`src/rtl/rc4_pkg.sv`:
```
// Shared definitions for the RC4 decryptor: memory geometry and the PRGA state encoding.
package rc4_pkg;

   localparam int S_DEPTH = 256;
   localparam int MSG_MAX = 32;
   localparam int S_AW    = 8;
   localparam int MSG_AW  = 5;

   typedef enum logic [3:0] {
      PRGA_IDLE,
      PRGA_RD_I,
      PRGA_RD_I_W,
      PRGA_CAP_I,
      PRGA_RD_J,
      PRGA_RD_J_W,
      PRGA_CAP_J,
      PRGA_WR_I,
      PRGA_WR_J,
      PRGA_RD_F,
      PRGA_RD_F_W,
      PRGA_CAP_F,
      PRGA_WR_D,
      PRGA_DONE
   } prga_state_t;

endpackage

```
`src/rtl/rc4_prga_decrypt.sv`:
```
// RC4 PRGA stage: walks the permuted S RAM, generates one keystream byte per message byte
// and writes ciphertext XOR keystream into the decrypted-message RAM.
module rc4_prga_decrypt
   import rc4_pkg::*;
#(
   parameter int MSG_LEN = 32
)
(
   input  logic              clk,
   input  logic              reset_n,
   input  logic              start,
   output logic              done,
   output logic [S_AW-1:0]   s_addr,
   output logic [7:0]        s_wdata,
   output logic              s_wren,
   input  logic [7:0]        s_rdata,
   output logic [MSG_AW-1:0] e_addr,
   input  logic [7:0]        e_rdata,
   output logic [MSG_AW-1:0] d_addr,
   output logic [7:0]        d_wdata,
   output logic              d_wren
);

   localparam logic [MSG_AW-1:0] LAST_K = MSG_AW'(MSG_LEN - 1);

   prga_state_t       state;
   prga_state_t       next_state;
   logic [S_AW-1:0]   i;
   logic [S_AW-1:0]   j;
   logic [MSG_AW-1:0] k;
   logic [7:0]        si;
   logic [7:0]        sj;
   logic [7:0]        f;
   logic [7:0]        e;

   // Memories have a two-cycle read latency, hence the issue/wait/capture triplets.
   always_comb begin
      next_state = state;
      case (state)
         PRGA_IDLE:   if (start) next_state = PRGA_RD_I;
         PRGA_RD_I:   next_state = PRGA_RD_I_W;
         PRGA_RD_I_W: next_state = PRGA_CAP_I;
         PRGA_CAP_I:  next_state = PRGA_RD_J;
         PRGA_RD_J:   next_state = PRGA_RD_J_W;
         PRGA_RD_J_W: next_state = PRGA_CAP_J;
         PRGA_CAP_J:  next_state = PRGA_WR_I;
         PRGA_WR_I:   next_state = PRGA_WR_J;
         PRGA_WR_J:   next_state = PRGA_RD_F;
         PRGA_RD_F:   next_state = PRGA_RD_F_W;
         PRGA_RD_F_W: next_state = PRGA_CAP_F;
         PRGA_CAP_F:  next_state = PRGA_WR_D;
         PRGA_WR_D:   next_state = (k == LAST_K) ? PRGA_DONE : PRGA_RD_I;
         PRGA_DONE:   if (!start) next_state = PRGA_IDLE;
         default:     next_state = PRGA_IDLE;
      endcase
   end

   always_ff @(posedge clk or negedge reset_n) begin
      if (!reset_n) begin
         state <= PRGA_IDLE;
         i     <= '0;
         j     <= '0;
         k     <= '0;
         si    <= '0;
         sj    <= '0;
         f     <= '0;
         e     <= '0;
      end else begin
         state <= next_state;
         case (state)
            PRGA_IDLE: begin
               if (start) begin
                  i <= '0;
                  j <= '0;
                  k <= '0;
               end
            end
            PRGA_RD_I: i <= i + 8'd1;
            PRGA_CAP_I: begin
               si <= s_rdata;
               j  <= j + s_rdata;
            end
            PRGA_CAP_J: sj <= s_rdata;
            PRGA_CAP_F: begin
               f <= s_rdata;
               e <= e_rdata;
            end
            PRGA_WR_D: if (k != LAST_K) k <= k + MSG_AW'(1);
            default: ;
         endcase
      end
   end

   // When i == j both swap writes hit the same address with the same value, so no special case.
   always_comb begin
      done    = 1'b0;
      s_addr  = '0;
      s_wdata = '0;
      s_wren  = 1'b0;
      e_addr  = '0;
      d_addr  = '0;
      d_wdata = '0;
      d_wren  = 1'b0;
      case (state)
         PRGA_RD_I: s_addr = i + 8'd1;
         PRGA_RD_J: s_addr = j;
         PRGA_WR_I: begin
            s_addr  = i;
            s_wdata = sj;
            s_wren  = 1'b1;
         end
         PRGA_WR_J: begin
            s_addr  = j;
            s_wdata = si;
            s_wren  = 1'b1;
            e_addr  = k;
         end
         PRGA_RD_F: begin
            s_addr = si + sj;
            e_addr = k;
         end
         PRGA_WR_D: begin
            d_addr  = k;
            d_wdata = f ^ e;
            d_wren  = 1'b1;
         end
         PRGA_DONE: done = 1'b1;
         default: ;
      endcase
   end

endmodule

```
`config.mk`:
```
export PLATFORM = sky130hd
export DESIGN_NAME = rc4_prga_decrypt
export DESIGN_NICKNAME = d
export VERILOG_FILES = /design/src/rtl/rc4_pkg.sv /design/src/rtl/rc4_prga_decrypt.sv
export SDC_FILE = /design/constraint.sdc
export NUM_CORES = 1
export LEC_CHECK = 0
export ABC_AREA = 1
export BUFFER_PORTS_ARGS = -buffer_cell sky130_fd_sc_hd__buf_2
export CAP_MARGIN = 40
export CORE_MARGIN = 1
export CORE_UTILIZATION = 55
export CTS_CLUSTER_SIZE = 10
export DETAILED_ROUTE_END_ITERATION = 6
export PLACE_DENSITY = 0.87
export SYNTH_ARGS = -nofsm -noshare
export SYNTH_HDL_FRONTEND = slang
export SYNTH_SLANG_ARGS = --single-unit
```
`constraint.sdc`:
```
create_clock -name clk -period 3.8 [get_ports clk]
set_input_delay 0.95 -clock clk [delete_from_list [all_inputs] [get_ports clk]]
set_output_delay 0.95 -clock clk [all_outputs]
set_load 0.05 [all_outputs]
```
==> qor.txt, run 1 <==
Worst-path clk slew = 0.07 ns
total wire length = 8460 um
per-cell routed wire length = 14.5 um
Buffers & Inverters on Critical Path = 3
final period utilization = 83.0%
DRT iter0 DRCs = 190
hold_ws = 0.505 ns
CP max FO = 3
min-delay worst type = register to register
Max Fclk = 317 MHz
core area = 6060 um^2
P&R area growth vs syn = 15.1%
worst skew pair latency = 0.35 ns
nets@finish = 542
max-slew violations = 0
Worst Setup End Kind = output pin
ANT cells = 0
initial antenna violation count = 0
Starting Density = 58.1%
vias post-DR = 3260
Synth Area in Compound Gates = 12.5%
Synth cell types = 37
Die Area = 6730 um^2
GRT Resource Usage Total = 27.4%
Crit path max-delay family = adder cells
Die Y = 82.0 um
setup_tns = 0 ns
Crit-path slowest cell = dfrtp_1
GRT overflow = 0
most frequent cell after synthesis = nand2_1
vias in the first global route = 3008
Commonest cells post-synth = nand2_1 (115), dfrtp_1 (57), inv_1 (47)
Worst Skew = 0.00795 ns
Syn Nets = 483
EDFF count, synth = 0
Hold Vio Cnt, Final = 0
DRT Pass-1 Iters = 5
minimum clock period = 3.15 ns
simple-gate share of the synthesized area = 26.4%
pwr dens = 418 nW/um^2
DP HPWL = 6280 um
Root Buffer = clkbuf_8
Util after Layout = 66.9%
peak supply drop = 0.000403 V
Row Count = 28
I/O pin count = 56
status = completed
Hold Buf Count CTS = 0
H-tree depth = 3
dominant cell type by area after synthesis = dfrtp_1
top post-synthesis cells by area = dfrtp_1 (41%), nand2_1 (12%), ha_1 (6.0%)
YS warnings = 0
Worst-Margin Slew = 0.506 ns
area of the mapped netlist = 3520 um^2
largest family of logic cells by synthesized area = simple AND/OR/NAND/NOR gates
Max-Cap Viols = 0
asr flop ratio synth = 100%
first-pass GRT wire length = 13700 um
Clock Sinks = 57
die width = 82.0 um
Leak = 0.00219 uW
startpoint class of the critical path = register
DRC Markers = 0
clock buffer depth = 2
Post-Synthesis Cells = 445
Seq cells post-synth = 57
number of port buffers = 55
Synth Area per Inst = 7.91 um^2
Adder-Cell Fraction of Synth Area = 7.18%
Fillers = 477
cts repair resizes = 0
crit path kind = register to output pin
register area share after synthesis = 40.5%
pin count of the biggest net entering global routing = 41
CTS Buf Count = 9
Routed Antenna Nets = 0
Top cell by count, worst path = nand2_1
XOR/XNOR Fraction of Synth Area = 2.74%
mux share of post-synthesis cell area = 2.99%
Post CTS Setup Buffer Count = 0
Primary FF master, synth = dfrtp_1
TritonCTS clock tree = done
CP max stage delay = 0.38 ns
CP cell instances = ha_1 -> inv_1 -> fa_1 -> inv_1 -> nand3_1 -> nand2_1 -> nand2_1 -> nand3b_1 -> nand3_1 -> nand2_1 -> buf_2
post-synth top area share = 40.5%
Max-slew headroom = 66.3%
final setup vio count = 0
Critical Path AT = 2.20 ns
Worst EP required = 2.85 ns
Via density = 5.58
unrepaired setup endpoints after global routing = false
layout cell share with drive strength beyond 1 = 20.8%
Final Wtd Congestion = 0.876
## power breakdown
part | switching (uW) | internal [uW] | leakage, uW
logic | 203 | 142 | 0.00141
clock network | 257 | 368 | 0.0000995
registers | 59.9 | 662 | 0.000678
total | 520 | 1170 | 0.00219
## placed cells by master, fill, tap and decap left out, types with 3 or more instances in the layout
| cell type | instances |
|---|---|
| mux2_4 | 4 |
| nand3b_1 | 3 |
| a21oi_1 | 12 |
| nor3_1 | 3 |
| o21ai_1 | 10 |
| ha_1 | 17 |
| nor2_1 | 38 |
| inv_1 | 47 |
| inv_2 | 10 |
| xnor2_1 | 9 |
| a32o_1 | 7 |
| clkbuf_8 | 9 |
| o22ai_1 | 3 |
| mux2_2 | 4 |
| nand2_2 | 7 |
| dfrtp_1 | 57 |
| buf_2 | 55 |
| nor2_4 | 4 |
| nand2_1 | 115 |
| nand3_1 | 32 |
| o21ai_0 | 32 |
## layout make-up
type                            count  area (um^2)  area share [%]
Inverter                           57          214            5.28
Multi-Input combinational cell    323         1820            45.0
Timing Repair Buffer               56          283            6.98
Tap cell                           75         93.8            2.32
Clock inverter                      5         80.1            1.98
Clock buffer                       11          131            3.24
Sequential cell                    57         1430            35.2
## path summary, 6_finish.rpt
path                              startpoint          endpoint  slack (ns)  cells after the start
max                        si[0]$_DFFE_PN0P_         s_addr[6]        0.65                     11
max reg2reg                 j[0]$_DFFE_PN0P_  j[4]$_DFFE_PN0P_        2.07                      7
min in group asynchronous            reset_n  e[5]$_DFFE_PN0P_        0.52                      1
max in group asynchronous            reset_n  j[2]$_DFFE_PN0P_        2.41                      2
min                         f[6]$_DFFE_PN0P_  f[6]$_DFFE_PN0P_        0.50                      2
min reg2reg                 f[6]$_DFFE_PN0P_  f[6]$_DFFE_PN0P_        0.50                      2
## metrics by stage
| stage | power (uW) | cells | setup WS (ns) | instance area (um^2) |
|---|---|---|---|---|
| 2_1_floorplan | 970 | 445 | 0.938 | 3520 |
| 3_3_place_gp | 1050 | 568 | 1.11 | 3840 |
| 3_5_place_dp | 1070 | 568 | 1.03 | 3840 |
| 4_1_cts | 1690 | 584 | 0.650 | 4050 |
| 5_1_grt | 1780 | 584 | 0.439 | 4050 |
| 6_report | 1690 | 584 | 0.646 | 4050 |
## flip-flops by register name, summed over array words and instances (netlist names)
signal,cells
e,8
f,8
i,8
j,8
k,5
si,8
sj,8
state,4
## worst min-delay path: cells and delay by family (launching register included)
family             cells  cell delay, ns
DFF                    1            0.36
AOI/OAI and AO/OA      1            0.06
and+or+nand+nor        1            0.05
## metal layers
layer,GRT usage (%),wire [um]
met5,0,0
met4,15.6,286
met3,4.67,398
met2,44.0,4160
met1,34.9,3620
## kinds of logic after synthesis
group           count (synthesis)
flops                          57
xor+xnor                       11
buf+inv                        65
simple gates                  211
fa+ha+maj                      19
compound gates                 74
mux                             8
No activity file was read; power rests on OpenSTA's default activity.
==> inputs of run 2 (changes only) <==
==> constraint.sdc (replaced) <==
create_clock -name clk -period 3.2 [get_ports clk]
set_input_delay 0.8 -clock clk [delete_from_list [all_inputs] [get_ports clk]]
set_output_delay 0.8 -clock clk [all_outputs]
set_load 0.05 [all_outputs]
==> run 2 against run 1 <==
  * Clock skew shrank 0.0036 ns
  * First-iteration DRC count increased by 31%
  * Hold slack got worse by 0.020 ns
  * Sequential power up 19%
  * Register-to-register slack got worse by 0.62 ns
  * Global-route usage up 0.66 points
  * Setup slack lost 0.40 ns
  * Core utilization increased by 0.43 points
  * Critical path depth fell by 5
  * Total power grew 22%
  * Critical path type unchanged
  * Critical endpoint is now d_wdata[6]
  * Highest routed layer unchanged
==> qor.txt, run 2 (synthesis gave the netlist of run 1 again) <==
pin count of the biggest net entering global routing = 29 (-29%)
Worst-path clk slew = 0.07 ns (about the same)
most frequent cells in the layout = nand2_1 (115), dfrtp_1 (57), buf_2 (55)
core area = 6060 um^2 (unchanged)
first-pass GRT wire length = 13900 um (+1.8%)
crit path kind = register to output pin
CP max FO = 14 (+11)
unrepaired setup endpoints after global routing = false
Crit. Startpoint = state[1]$_DFFE_PN0P_
Worst-Margin Slew = 0.666 ns (+0.160 ns)
Clk network pwr share = 38.2% (+1.2 points)
Worst Skew = 0.00436 ns (-0.00359 ns)
min-delay worst type = input port to asynchronous set/reset pin
Max-slew headroom = 55.6% (-11 points)
final critical-path setup slack = 0.249 ns (-0.397 ns)
hold_ws = 0.485 ns (-0.0199 ns)
Root Buffer = clkbuf_8
H-tree depth = 3 (unchanged)
number of port buffers = 55 (unchanged)
cts repair resizes = 0 (unchanged)
final period utilization = 92.2%
setup_tns = 0 ns (unchanged)
CTS Buf Count = 9 (unchanged)
DP HPWL = 6310 um (+0.47%)
Hold Buf Count CTS = 0 (unchanged)
Int Pwr = 1440 uW (+23%)
TritonCTS clock tree = done
DRT iter0 DRCs = 248 (+31%)
layout cell share with drive strength beyond 1 = 21.2% (+0.35 points)
sw power = 623 uW (+20%)
Max-Cap Viols = 0 (unchanged)
Worst Setup End Kind = output pin
GRT overflow = 0 (unchanged)
commonest non-fill, non-tap cell in the layout = nand2_1
worst r2r src = j[0]$_DFFE_PN0P_
CP cell instances = nor2_2 -> inv_1 -> nor2_4 -> inv_2 -> nor2_1 -> buf_2
Via density = 5.65 (+1.2%)
Clock Sinks = 57 (unchanged)
Starting Density = 58.1% (unchanged)
DRC Markers = 0 (unchanged)
I/O pin count = 56 (unchanged)
pwr dens = 505 nW/um^2 (+21%)
Fillers = 490 (+2.7%)
Overall Power = 2060 uW (+22%)
max-slew violations = 0 (unchanged)
Routed Antenna Nets = 0 (unchanged)
CP max stage delay = 0.46 ns (+0.08 ns)
startpoint class of the critical path = register
die width = 82.0 um (unchanged)
worst skew pair latency = 0.34 ns (about the same)
GRT Resource Usage Total = 28.1% (+0.66 points)
vias in the first global route = 3114 (+3.5%)
Row Count = 28 (unchanged)
DRT Pass-1 Iters = 5 (unchanged)
sw frac = 30.2% (-0.48 points)
final instance area = 4080 um^2 (+0.65%)
per-cell routed wire length = 15.0 um (+3.8%)
Max Fclk = 339 MHz
vias post-DR = 3305 (+1.4%)
minimum clock period = 2.95 ns
Hold Vio Cnt, Final = 0 (unchanged)
Post CTS Setup Buffer Count = 0 (unchanged)
Die Area = 6730 um^2 (unchanged)
nets@finish = 543 (+0.18%)
Final Wtd Congestion = 0.887 (+1.2%)
Critical Path AT = 2.15 ns (-0.05 ns)
Crit-path slowest cell = nor2_2
status = completed
Placed Area = 3850 um^2 (+0.20%)
ANT cells = 0 (unchanged)
clock buffer depth = 2 (unchanged)
Leak = 0.00221 uW (+0.64%)
Worst EP required = 2.40 ns (-0.45 ns)
FF+latch area = 1430 um^2 (unchanged)
Die Y = 82.0 um (unchanged)
combinational group share of total power = 20.1% (-0.3 points)
P&R area growth vs syn = 15.8%
initial antenna violation count = 0 (unchanged)
final setup vio count = 0 (unchanged)
total wire length = 8790 um (+3.9%)
peak supply drop = 0.000377 V (-6.5%)
dpl ws = 0.628 ns (-0.399 ns)
area of the multi-input gates = 1820 um^2 (unchanged)
Reg power frac = 41.7% (-1.0 points)
## run 2: cell types whose count changed in the layout (fill, tap and decap cells not counted)
cell	change
clkbuf_8	+2
clkinv_2	-1
buf_4	+1
clkbuf_1	-1
## run 2: path summary, 6_finish.rpt
path	endpoint	slack (ns)	depth (start not counted)
max reg2reg	j[4]$_DFFE_PN0P_	1.45	7
min	e[4]$_DFFE_PN0P_	0.48	1
max	d_wdata[6]	0.25	6
min in group clk	f[5]$_DFFE_PN0P_	0.51	2
min reg2reg	f[5]$_DFFE_PN0P_	0.51	2
max in group asynchronous	i[3]$_DFFE_PN0P_	2.03	2
## run 2: final cells by class
cell class                      count  share of cell area (%)
Sequential cell                    57                    35.0
Inverter                           57                    5.25
Tap cell                           75                    2.30
Clock inverter                      4                    1.84
Clock buffer                       12                    3.80
Multi-Input combinational cell    323                    44.7
Timing Repair Buffer               57                    7.12
## run 2: worst max-delay path: cells and delay by family, from the launching register on
kind	cells	cell delay [ns]
simple gates	3	0.78
buf+inv	3	0.61
flops	1	0.42
## run 2: power groups by stage
stage	Combinational [uW]	Sequential (uW)	Clock (uW)
after floorplan	309	843	0
after global placement	381	865	0
after detailed placement	404	868	0
after CTS	411	855	789
after global routing	477	863	812
final	413	860	788
## run 2: metal layers
| layer | wire length (um) | part of all wire, % | global-route usage [%] | vias up |
|---|---|---|---|---|
| met5 | 0 | 0 | 0 | - |
| met4 | 379 | 4.3 | 18.1 | 0 |
| met3 | 476 | 5.4 | 3.78 | 32 |
| met2 | 4340 | 49 | 46.1 | 125 |
| met1 | 3590 | 41 | 34.6 | 1567 |
| li1 | - | - | - | 1581 |
## run 2: through the flow
stage          utilization (%)  std cells
2_1_floorplan                -        445
3_3_place_gp              63.5        569
3_5_place_dp              63.5        569
4_1_cts                   67.3        585
5_1_grt                   67.3        585
6_report                  67.3        585
